`config.mk`:
```
export PLATFORM = sky130hd
export DESIGN_NAME = gpr_wb_arbiter
export DESIGN_NICKNAME = d
export VERILOG_FILES = /design/src/rtl/gpr_pkg.sv /design/src/rtl/gpr_scoreboard.sv /design/src/rtl/gpr_wb_arbiter.sv
export SDC_FILE = /design/constraint.sdc
export NUM_CORES = 1
export LEC_CHECK = 0
export BUFFER_PORTS_ARGS = -buffer_cell sky130_fd_sc_hd__buf_2
export CORE_ASPECT_RATIO = 0.5
export CORE_MARGIN = 2
export CORE_UTILIZATION = 58
export DETAILED_ROUTE_END_ITERATION = 12
export PLACE_DENSITY = 0.86
export REMOVE_ABC_BUFFERS = 1
export SLEW_MARGIN = 40
export SYNTH_ARGS = -nofsm -noshare
export SYNTH_HDL_FRONTEND = slang
export SYNTH_HIERARCHICAL = 1
export SYNTH_SLANG_ARGS = --single-unit
```
`constraint.sdc`:
```
create_clock -name clk -period 4.9 [get_ports clk]
set_input_delay 0 -clock clk [delete_from_list [all_inputs] [get_ports clk]]
set_output_delay 0 -clock clk [all_outputs]
set_load 0.1 [all_outputs]
```
`src/rtl/gpr_pkg.sv`:
```
// Shared GPR writeback parameters and types.
// Pure definitions: no latency, no flow control.
package gpr_pkg;
    localparam int ARCH_WIDTH = 64;
    localparam int NUM_REGS   = 32;
    localparam int REG_ADDR_W = 5;
    localparam int CNT_W      = 2;

    typedef logic [REG_ADDR_W-1:0] reg_addr_t;

    localparam reg_addr_t        REG_X0  = 5'd0;
    localparam logic [CNT_W-1:0] CNT_MAX = '1;

    typedef struct packed {
        reg_addr_t             rd;
        logic [ARCH_WIDTH-1:0] data;
    } wb_req_t;
endpackage

```
`src/rtl/gpr_scoreboard.sv`:
```
// Per-register outstanding-write counters; busy flags are combinational from state.
// Latency: counter updates visible next cycle; issue_ready drops at CNT_MAX unless that rd retires now.
module gpr_scoreboard
    import gpr_pkg::*;
(
    input  logic      clk,
    input  logic      rst,
    input  logic      issue_valid,
    output logic      issue_ready,
    input  reg_addr_t issue_rd,
    input  reg_addr_t rs1,
    input  reg_addr_t rs2,
    output logic      rs1_busy,
    output logic      rs2_busy,
    input  logic      retire_en,
    input  reg_addr_t retire_rd
);
    logic [CNT_W-1:0]    cnt [NUM_REGS];
    logic [NUM_REGS-1:0] up_vec;
    logic [NUM_REGS-1:0] dn_vec;
    logic                issue_xfer;

    assign issue_ready = (issue_rd == REG_X0) || (cnt[issue_rd] != CNT_MAX)
                         || (retire_en && (retire_rd == issue_rd));
    assign issue_xfer  = issue_valid && issue_ready && (issue_rd != REG_X0);

    assign rs1_busy = (rs1 != REG_X0) && (cnt[rs1] != '0);
    assign rs2_busy = (rs2 != REG_X0) && (cnt[rs2] != '0);

    // A retire against an empty counter is dropped so the count never wraps.
    always_comb begin
        up_vec = '0;
        dn_vec = '0;
        if (issue_xfer)
            up_vec[issue_rd] = 1'b1;
        if (retire_en && (retire_rd != REG_X0) && (cnt[retire_rd] != '0))
            dn_vec[retire_rd] = 1'b1;
    end

    always_ff @(posedge clk or posedge rst) begin
        if (rst) begin
            for (int r = 0; r < NUM_REGS; r++)
                cnt[r] <= '0;
        end else begin
            for (int r = 0; r < NUM_REGS; r++) begin
                if (up_vec[r] && !dn_vec[r])
                    cnt[r] <= cnt[r] + 1'b1;
                else if (dn_vec[r] && !up_vec[r])
                    cnt[r] <= cnt[r] - 1'b1;
            end
        end
    end

    retire_on_empty: assert property (@(posedge clk) disable iff (rst)
        retire_en |-> (cnt[retire_rd] != '0));
endmodule

```
`src/rtl/gpr_wb_arbiter.sv`:
```
// Round-robin share of the GPR write port between ALU and LSU/mul-div, plus RAW scoreboard.
// Latency 1 (transfer in N -> gpr_wEn in N+1); losing requester sees ready=0 and must hold.
module gpr_wb_arbiter
    import gpr_pkg::*;
(
    input  logic                  clk,
    input  logic                  rst,
    input  logic                  req0_valid,
    output logic                  req0_ready,
    input  reg_addr_t             req0_rd,
    input  logic [ARCH_WIDTH-1:0] req0_data,
    input  logic                  req1_valid,
    output logic                  req1_ready,
    input  reg_addr_t             req1_rd,
    input  logic [ARCH_WIDTH-1:0] req1_data,
    input  logic                  issue_valid,
    output logic                  issue_ready,
    input  reg_addr_t             issue_rd,
    input  reg_addr_t             rs1,
    input  reg_addr_t             rs2,
    output logic                  rs1_busy,
    output logic                  rs2_busy,
    output logic                  gpr_wEn,
    output reg_addr_t             gpr_rd,
    output logic [ARCH_WIDTH-1:0] gpr_wData
);
    logic    last_grant;
    logic    grant0;
    logic    grant1;
    wb_req_t sel;

    // last_grant names the requester that won most recently; the other wins a tie.
    assign grant0 = req0_valid && (!req1_valid || last_grant);
    assign grant1 = req1_valid && (!req0_valid || !last_grant);

    assign req0_ready = grant0;
    assign req1_ready = grant1;

    assign sel = grant1 ? '{rd: req1_rd, data: req1_data}
                        : '{rd: req0_rd, data: req0_data};

    always_ff @(posedge clk or posedge rst) begin
        if (rst) begin
            last_grant <= 1'b1;
            gpr_wEn    <= 1'b0;
            gpr_rd     <= REG_X0;
            gpr_wData  <= '0;
        end else begin
            gpr_wEn <= 1'b0;
            if (grant0 || grant1) begin
                last_grant <= grant1;
                // x0 writes are accepted and swallowed; rd/data keep their last values.
                if (sel.rd != REG_X0) begin
                    gpr_wEn   <= 1'b1;
                    gpr_rd    <= sel.rd;
                    gpr_wData <= sel.data;
                end
            end
        end
    end

    gpr_scoreboard u_scoreboard (
        .clk         (clk),
        .rst         (rst),
        .issue_valid (issue_valid),
        .issue_ready (issue_ready),
        .issue_rd    (issue_rd),
        .rs1         (rs1),
        .rs2         (rs2),
        .rs1_busy    (rs1_busy),
        .rs2_busy    (rs2_busy),
        .retire_en   (gpr_wEn),
        .retire_rd   (gpr_rd)
    );
endmodule

```
==> reports/qor.yml, run 1 <==
layout:
  final_cell_mix: "sky130_fd_sc_hd__buf_2, sky130_fd_sc_hd__nand2_1, sky130_fd_sc_hd__dlygate4sd3_1"
  mostFrequentLayoutCell: "sky130_fd_sc_hd__buf_2"
  fin_util_pct: 80.0
  finish.instance_area_um2: 12200
  seqCellArea_um2: 3380
  multi_input_area_um2: 5230
  num-fill-cells: 858
  final_nets: 1440
  syn_to_final_growth_pct: 36.0
  layout.cells.non_filler: 1471
  post_route_cells_drive_above_1_share_pct: 30.8
clock_network:
  insertion_delay_to_the_later_sink_of_the_worst_skew_pair_ns: 0.42
  clock_sinks: 135
  tritoncts.num_buffers: 17
  cts.reportedPaths.clkPinSlew_ns: 0.07
  cts_root_buffer: "sky130_fd_sc_hd__clkbuf_16"
  cts_hold_buffers: 143
  htree_num_levels: 4
  post_cts_resized: 0
  clock_path_buffers: 2
  cts_tree: "done"
  post-cts-setup-buffers: 0
synthesis:
  synth_edf_count: 0
  synthCells: 901
  ys_types: 60
  synth.cell_area_um2: 9000
  synth_area_per_cell_um2: 9.99
  ys_ff_latch: 135
  portion_of_the_post_synthesis_area_used_by_sequential_elements_pct: 37.5
  ys_warn_count: 6
  synth-async-reset-ratio_pct: 100
  synthFlopType: "sky130_fd_sc_hd__dfrtp_1"
sta:
  postLayoutSetupSlackWorst_ns: 1.39
  rsz_0062_raised_after_global_routing: "false"
  fin_crit_ns: 3.51
  slew_headroom_pct: 36.7
  final_min_period_over_clock_period_pct: 71.6
  finalSetupViolCount: 0
  fin_tns_setup_ns: 0
  hold_violations: 0
  final.setup_skew_ns: 0.0130
  fmaxAchievable_mhz: 285
  worst-slew-pin-transition_ns: 0.945
  final.hold.worst_slack_ns: 0.0484
  final-max-slew-violation-count: 0
placement:
  globalplace.congestion: 0.952
  numPortBuffers: 232
  dp_cells: 1292
  placement_cell_area_um2: 10100
  detailed_place_hpwl_mm: 18.7
  post-place-ws_ns: 1.46
routing:
  drt_first_iter_violations: 905
  detail_route.first_pass.iterations: 8
  drc_errors: 0
  ant_nets: 0
  routed_wl_mm: 33.7
  vias_per_cell: 6.14
  avgRoutedWirePerCell_um: 22.9
  routed-via-count: 9039
global_route:
  antenna_found_initial: 3
  grt_first_pass_wirelength_mm: 51.8
  gr-usage-all-layers_pct: 40.7
  grt_pass1_vias: 9398
  grt_max_degree: 68
  aggregate_global_routing_overflow: 0
run:
  max_cap_violations: 0
worst_setup_path:
  worst-setup-path-type: "register to register"
  critical_path_data_required_time_ns: 5.24
  endpoint_kind: "register"
  crit_path_max_fanout: 19
  worst_ep_arrival_time_ns: 3.85
  startpoint_type: "register"
die:
  floorplan.core_area_um2: 15300
  floorplan.die.height_um: 92.1
  fp.dieW_um: 180
  starting_density_of_the_core_pct: 58.9
  floorplan.rows: 32
  top_level_ports: 233
  fp.dieArea_um2: 16600
pwr:
  power_density_nw_per_um2: 462
  cellLeakagePower_nw: 5.82
  total_power_mw: 5.66
  irDropWorstVdd_mv: 0.326
outcome:
  status: "finished, final reports clean"
hold_path:
  holdCritPathClass: "input port to register"
## where the power goes
group | switching, mW | internal [mW] | leakage, nW
Sequential | 0.439 | 1.45 | 1.53
Clock | 0.527 | 0.945 | 0.330
Combinational | 1.47 | 0.829 | 3.96
Total | 2.44 | 3.22 | 5.82
## per-layer routing
layer  global-route usage [%]  vias to the layer above  wire length [µm]
li1                         -                     3788                 -
met1                     48.2                     4320             12100
met2                     65.8                      703             15800
met3                     10.4                      228              3360
met4                     28.1                        0              2370
met5                        0                        -                 0
## state kept, by name (all words and copies together) (netlist names)
name,flops
u_scoreboard/cnt,64
gpr_wData,64
last_grant,1
gpr_rd,5
gpr_wEn,1
## kinds of logic (layout without fill, tap and decap cells)
kind of cell	count (synthesis)	count (layout)	share of synthesized area (%)
simple gates	398	398	18.9
other cells	2	6	0.0834
flops	135	135	37.5
xor+xnor	100	100	9.73
mux	127	127	21.1
buf+inv	64	426	4.53
fa+ha+maj	32	32	4.45
compound gates	43	43	3.60
## cell usage after synthesis (4+ instances only)
cell                       count  share of area, %
sky130_fd_sc_hd__nor3b_1       5              0.42
sky130_fd_sc_hd__a21oi_1       6              0.33
sky130_fd_sc_hd__mux2_2       31               3.9
sky130_fd_sc_hd__buf_2        14              0.78
sky130_fd_sc_hd__nor3_1       44               2.4
sky130_fd_sc_hd__xor2_1       64               6.2
sky130_fd_sc_hd__nor2_1       77               3.2
sky130_fd_sc_hd__o21ai_0       6              0.33
sky130_fd_sc_hd__nand3b_1      5              0.42
sky130_fd_sc_hd__nand2_1     207               8.6
sky130_fd_sc_hd__nand2b_1      5              0.35
sky130_fd_sc_hd__mux2i_1      24               2.7
sky130_fd_sc_hd__inv_1        10              0.42
sky130_fd_sc_hd__buf_1         5              0.21
sky130_fd_sc_hd__mux2_4       42               7.0
sky130_fd_sc_hd__buf_6         4              0.50
sky130_fd_sc_hd__mux4_2       27               6.8
sky130_fd_sc_hd__nand3_1      38               2.1
sky130_fd_sc_hd__o22ai_1       6              0.42
sky130_fd_sc_hd__xnor2_1      36               3.5
sky130_fd_sc_hd__clkbuf_1     20              0.83
sky130_fd_sc_hd__buf_12        6               1.3
sky130_fd_sc_hd__dfrtp_1     134                37
sky130_fd_sc_hd__ha_1         32               4.4
sky130_fd_sc_hd__nor2b_1       4              0.28
## layout make-up
class	instances	area share (%)
timing repair buffer	383	21.7
multi-input combinational	702	42.7
sequential	135	27.6
inverter	11	0.358
tap	204	2.08
clock buffer	20	3.81
antenna	4	0.0818
clock inverter	12	1.60
## worst paths after layout
kind                                                 start                                to  slack (ns)  cells past startpoint
setup reg to reg                     gpr_rd[0]$_DFFE_PP0P_  u_scoreboard/cnt[17]$_DFFE_PP0P_        1.39                     10
min in group asynchronous                              rst          gpr_wData[2]$_DFFE_PP0P_        0.16                      3
hold / removal                                  req1_valid             gpr_rd[0]$_DFFE_PP0P_        0.05                      3
hold reg to reg            u_scoreboard/cnt[7]$_DFFE_PP0P_   u_scoreboard/cnt[7]$_DFFE_PP0P_        0.49                      1
setup / recovery                     gpr_rd[0]$_DFFE_PP0P_  u_scoreboard/cnt[17]$_DFFE_PP0P_        1.39                     10
max in group asynchronous                              rst         gpr_wData[24]$_DFFE_PP0P_        3.69                      4
## critical path, cell delays in order, from the launching register on
cell	delay, ns
sky130_fd_sc_hd__dfrtp_1	0.68
sky130_fd_sc_hd__inv_1	0.32
sky130_fd_sc_hd__mux4_2	0.50
sky130_fd_sc_hd__a211o_1	0.30
sky130_fd_sc_hd__nand3_1	0.43
sky130_fd_sc_hd__buf_4	0.35
sky130_fd_sc_hd__nand3_1	0.12
sky130_fd_sc_hd__ha_1	0.25
sky130_fd_sc_hd__xor2_1	0.15
sky130_fd_sc_hd__nor2_1	0.15
sky130_fd_sc_hd__xor2_1	0.17
No activity file was read; power rests on OpenSTA's default activity.
==> inputs of run 2 (changes only) <==
Settings changed: CORE_UTILIZATION 58 to 54, PLACE_DENSITY 0.86 to 0.81.
Clock period 4.9 ns to 3.32 ns, I/O delays scaled along.
==> run 2 against run 1 <==
Compared with the run above:
- die area increased by 7.2%
- cell count increased by 2.4%
- count of clock-buffer cells in the layout unchanged
- combinational power increased by 47%
- critical path depth increased by 1
- total power increased by 42%
- register-to-register slack got worse by 0.93 ns
- non-clock buffer count increased by 15
- highest routed layer unchanged
- hold slack got worse by 0.016 ns
- fmax increased by 23%
==> reports/qor.yml, run 2 (synthesis gave the netlist of run 1 again) <==
outcome:
  status: "finished, final reports clean"
clock_network:
  htree_num_levels: 4
  post_cts_resized: 0
  clock_path_buffers: 2
  cts_tree: "done"
  post-cts-setup-buffers: 0
  insertion_delay_to_the_later_sink_of_the_worst_skew_pair_ns: 0.42
  clock_sinks: 135
  cts.reportedPaths.clkPinSlew_ns: 0.06
  tritoncts.num_buffers: 17
  cts_root_buffer: "sky130_fd_sc_hd__clkbuf_16"
worst_setup_path:
  critical_path.cell_chain: "mux4_2 -> and3_1 -> a31oi_1 -> nor4b_2 -> a211oi_4 -> buf_4 -> nor3_1 -> ha_1 -> xor2_1 -> nor2_1 -> xor2_1"
  critical_path_data_required_time_ns: 3.62
  max_stage_delay_ns: 0.47
  startpoint_type: "register"
  worst_ep_arrival_time_ns: 3.16
  crit_path_max_fanout: 18
  worst-setup-path-type: "register to register"
  timing.critical_path.slowest_stage_cell: "sky130_fd_sc_hd__mux4_2"
  endpoint_kind: "register"
  worst_path_most_repeated_cell: "sky130_fd_sc_hd__xor2_1"
routing:
  routed_wl_mm: 31.7
  vias_per_cell: 5.91
  detail_route.first_pass.iterations: 6
  drc_errors: 0
  routed-via-count: 8910
  avgRoutedWirePerCell_um: 21.1
  ant_nets: 0
  drt_first_iter_violations: 797
sta:
  slew_headroom_pct: 52.4
  fin_tns_setup_ns: 0
  worst-slew-pin-transition_ns: 0.711
  rsz_0062_raised_after_global_routing: "false"
  fmaxAchievable_mhz: 350
  final-max-slew-violation-count: 0
  final.setup_skew_ns: 0.0136
  postLayoutSetupSlackWorst_ns: 0.461
  hold_violations: 0
  final.hold.worst_slack_ns: 0.0319
  final_min_period_over_clock_period_pct: 86.1
  finalSetupViolCount: 0
  fin_crit_ns: 2.86
die:
  floorplan.core_area_um2: 16400
  fp.dieW_um: 187
  top_level_ports: 233
  floorplan.rows: 33
  starting_density_of_the_core_pct: 55.1
  fp.dieArea_um2: 17800
  floorplan.die.height_um: 95.3
pwr:
  cellLeakagePower_nw: 5.83
  total_power_mw: 8.03
  irDropWorstVdd_mv: 0.482
  power_density_nw_per_um2: 654
placement:
  placement_cell_area_um2: 10300
  post-place-ws_ns: 0.388
  detailed_place_hpwl_mm: 18.9
  globalplace.congestion: 0.994
  dp_cells: 1331
  numPortBuffers: 232
layout:
  mostFrequentLayoutCell: "sky130_fd_sc_hd__buf_2"
  finish.instance_area_um2: 12300
  layout.cells.non_filler: 1507
  num-fill-cells: 1023
  fin_util_pct: 75.1
  syn_to_final_growth_pct: 36.4
  reg.largest.list: "gpr_wData x64, u_scoreboard/cnt x64, gpr_rd x5"
  post_route_cells_drive_above_1_share_pct: 31.5
  final_nets: 1455
  final_cell_mix: "sky130_fd_sc_hd__buf_2, sky130_fd_sc_hd__nand2_1, sky130_fd_sc_hd__dlygate4sd3_1"
global_route:
  gr-usage-all-layers_pct: 35.9
  grt_max_degree: 68
  aggregate_global_routing_overflow: 0
  grt_first_pass_wirelength_mm: 49.0
  grt_pass1_vias: 9226
  antenna_found_initial: 1
hold_path:
  holdCritPathClass: "input port to register"
run:
  max_cap_violations: 0
-- run 2: cell count changes in the layout (fill, tap and decap cells not counted), sizes merged --
| cell | previous run | this run |
|---|---|---|
| clkinv | 6 | 4 |
| dlygate4sd3 | 143 | 142 |
| clkinvlp | 0 | 4 |
| diode | 4 | 2 |
| buf | 240 | 256 |
| bufinv | 5 | 2 |
| inv | 12 | 13 |
-- run 2: path summary, 6_finish.rpt --
check / to / slack [ns] / startpoint / depth (start not counted)
min in group asynchronous: gpr_wData[63]$_DFFE_PP0P_ / 0.26 / rst / 3
max in group asynchronous: u_scoreboard/cnt[50]$_DFFE_PP0P_ / 2.12 / rst / 4
hold / removal: gpr_rd[0]$_DFFE_PP0P_ / 0.03 / req1_valid / 3
setup / recovery: u_scoreboard/cnt[1]$_DFFE_PP0P_ / 0.46 / u_scoreboard/cnt[31]$_DFFE_PP0P_ / 11
hold reg to reg: u_scoreboard/cnt[43]$_DFFE_PP0P_ / 0.49 / u_scoreboard/cnt[43]$_DFFE_PP0P_ / 1
setup reg to reg: u_scoreboard/cnt[1]$_DFFE_PP0P_ / 0.46 / u_scoreboard/cnt[31]$_DFFE_PP0P_ / 11
-- run 2: layout make-up --
cell class / instances / area, µm² / area share (%)
Clock inverter: 12 / 128 / 1.04
Multi-Input combinational cell: 702 / 5230 / 42.6
Antenna cell: 2 / 5.00 / 0.0408
Tap cell: 227 / 284 / 2.31
Sequential cell: 135 / 3380 / 27.5
Inverter: 11 / 43.8 / 0.357
Timing Repair Buffer: 398 / 2780 / 22.6
Clock buffer: 20 / 437 / 3.56
-- run 2: metal layers --
metal / GRT usage [%] / part of all wire, % / vias up
li1: - / - / 3812
met1: 41.0 / 37 / 4304
met2: 61.7 / 48 / 607
met3: 9.94 / 9.6 / 187
met4: 22.0 / 6.1 / 0
met5: 0 / 0 / -
-- run 2: what timing repair did --
action / CTS / global route
hold endpoints to repair: 126 / 0
hold buffers: 142 / 0
setup endpoints to repair: 0 / 0
-- run 2: power breakdown --
part | total [mW] | internal [mW] | switching (mW)
clock | 1.88 | 1.11 | 0.777
combinational | 3.37 | 1.25 | 2.12
sequential | 2.77 | 2.14 | 0.632
total | 8.03 | 4.50 | 3.53
-- run 2: worst max-delay path: cells and delay by family (launching register included) --
kind                     cells  cell delay (ns)
adder cells (fa/ha/maj)      1             0.21
AO/OA/AOI/OAI                2             0.24
multiplexers                 1             0.47
XOR/XNOR                     2             0.32
buffers and inverters        1             0.22
flip-flops                   1             0.45
AND/OR/NAND/NOR              4             0.85
==> inputs of run 3 (changes only) <==
Settings changed: CTS_BUF_LIST set to sky130_fd_sc_hd__clkbuf_16.
==> run 3 against run 2 <==
Compared with the run above:
- count of clock-buffer cells in the layout shrank 3
- combinational power is essentially flat
- fmax shrank 0.28%
- final area is the same
- total power shrank 0.18%
- hold slack gained 0.0038 ns
- non-clock buffer count is the same
- sequential power is essentially flat
- clock skew shrank 0.00054 ns
==> reports/qor.yml, run 3 (synthesis gave the netlist of run 1 again) <==
outcome:
  status: "finished, final reports clean"
sta:
  fin_crit_ns: 2.87
  postLayoutSetupSlackWorst_ns: 0.453
  fmaxAchievable_mhz: 349
  worst-slew-pin-transition_ns: 0.711
  rsz_0062_raised_after_global_routing: "false"
  finalSetupViolCount: 0
  final_min_period_over_clock_period_pct: 86.4
  final-max-slew-violation-count: 0
  slew_headroom_pct: 52.4
  final.setup_skew_ns: 0.0131
  hold_violations: 0
worst_setup_path:
  critical_path.cell_chain: "mux4_2 -> o32ai_1 -> nor3_1 -> nand3_1 -> buf_4 -> nand3_1 -> ha_1 -> xor2_1 -> nor2_1 -> xor2_1"
  worst-setup-path-type: "register to register"
  path_delay_family: "flip-flops"
  critical_path_buf_inv_count: 1
  worst_reg2reg_path_depth: 10
  timing.critical_path.slowest_stage_cell: "sky130_fd_sc_hd__dfrtp_1"
  critical_path_data_required_time_ns: 3.65
  worst_ep_arrival_time_ns: 3.20
  endpoint_kind: "register"
  max_stage_delay_ns: 0.69
  startpoint_type: "register"
  cp.depth: 10
  crit_path_max_fanout: 20
routing:
  drt_first_iter_violations: 791
  routed-via-count: 8953
  detail_route.first_pass.iterations: 7
  ant_nets: 0
  drc_errors: 0
  avgRoutedWirePerCell_um: 21.0
  vias_per_cell: 5.94
  routed_wl_mm: 31.7
clock_network:
  cts_tree: "done"
  clock_sinks: 135
  post_cts_resized: 0
  cts.reportedPaths.clkPinSlew_ns: 0.06
  post-cts-setup-buffers: 0
  insertion_delay_to_the_later_sink_of_the_worst_skew_pair_ns: 0.42
  cts_hold_buffers: 142
  tritoncts.num_buffers: 17
  clock_path_buffers: 2
  cts_root_buffer: "sky130_fd_sc_hd__clkbuf_16"
  htree_num_levels: 4
die:
  starting_density_of_the_core_pct: 55.1
  fp.dieW_um: 187
  floorplan.rows: 33
  floorplan.core_area_um2: 16400
  fp.dieArea_um2: 17800
  floorplan.die.height_um: 95.3
  top_level_ports: 233
pwr:
  power_density_nw_per_um2: 652
  total_power_mw: 8.01
  cellLeakagePower_nw: 5.84
  irDropWorstVdd_mv: 0.485
placement:
  post-place-ws_ns: 0.388
  numPortBuffers: 232
  detailed_place_hpwl_mm: 18.9
  globalplace.congestion: 0.994
hold_path:
  holdCritPathClass: "input port to register"
  worst_hold_path_depth: 3
layout:
  final_nets: 1455
  syn_to_final_growth_pct: 36.4
  final_cell_mix: "sky130_fd_sc_hd__buf_2, sky130_fd_sc_hd__nand2_1, sky130_fd_sc_hd__dlygate4sd3_1"
  post_route_cells_drive_above_1_share_pct: 31.5
  mostFrequentLayoutCell: "sky130_fd_sc_hd__buf_2"
  reg.largest.list: "gpr_wData x64, u_scoreboard/cnt x64, gpr_rd x5"
  num-fill-cells: 1023
global_route:
  grt_first_pass_wirelength_mm: 49.0
  grt_pass1_vias: 9226
  aggregate_global_routing_overflow: 0
  gr-usage-all-layers_pct: 35.9
  antenna_found_initial: 1
  grt_max_degree: 68
run:
  max_cap_violations: 0
==> run 3: final cells by class <==
type | count | area (µm²) | area share [%]
inverter | 11 | 43.8 | 0.357
antenna | 2 | 5.00 | 0.0408
multi-input combinational | 702 | 5230 | 42.6
clock buffer | 17 | 425 | 3.46
timing repair buffer | 398 | 2780 | 22.6
sequential | 135 | 3380 | 27.5
clock inverter | 15 | 139 | 1.13
tap | 227 | 284 | 2.31
==> run 3: worst min-delay path, cell delays in order <==
cell and delay, ns:
sky130_fd_sc_hd__buf_2 0.10, sky130_fd_sc_hd__nor2_1 0.15, sky130_fd_sc_hd__o22ai_1 0.15
==> run 3: metal layers <==
metal / global-route usage (%) / up-vias / wire length [µm]
met1: 41.0 / 4325 / 11500
met5: 0 / - / 0
met3: 9.94 / 187 / 3170
met4: 22.0 / 0 / 1890
met2: 61.7 / 634 / 15100
li1: - / 3807 / -
==> run 3: stage by stage <==
step	std cells	cell area, µm²	utilization, %	TNS, ns	hold WS (ns)
3_3_place_gp	1331	10300	62.9	0	0.112
2_1_floorplan	848	8640	-	-67.89	0.0741
6_report	1507	12300	75.1	0	0.0357
5_1_grt	1506	12300	75.1	0	0.0917
4_1_cts	1505	12300	75.0	0	0.00692
3_5_place_dp	1331	10300	62.9	0	0.121
==> run 3: worst paths after layout <==
check	from	to	slack, ns
setup / recovery	gpr_rd[1]$_DFFE_PP0P_	u_scoreboard/cnt[37]$_DFFE_PP0P_	0.45
hold / removal	req1_valid	gpr_rd[0]$_DFFE_PP0P_	0.04
setup reg to reg	gpr_rd[1]$_DFFE_PP0P_	u_scoreboard/cnt[37]$_DFFE_PP0P_	0.45
hold reg to reg	u_scoreboard/cnt[43]$_DFFE_PP0P_	u_scoreboard/cnt[43]$_DFFE_PP0P_	0.49
max in group asynchronous	rst	u_scoreboard/cnt[58]$_DFFE_PP0P_	2.13
min in group asynchronous	rst	gpr_wData[63]$_DFFE_PP0P_	0.26
==> run 3: report_power, final <==
| part | internal, mW | leakage (nW) | switching [mW] |
|---|---|---|---|
| clock | 1.10 | 0.279 | 0.777 |
| sequential | 2.14 | 1.53 | 0.632 |
| combinational | 1.25 | 4.03 | 2.11 |
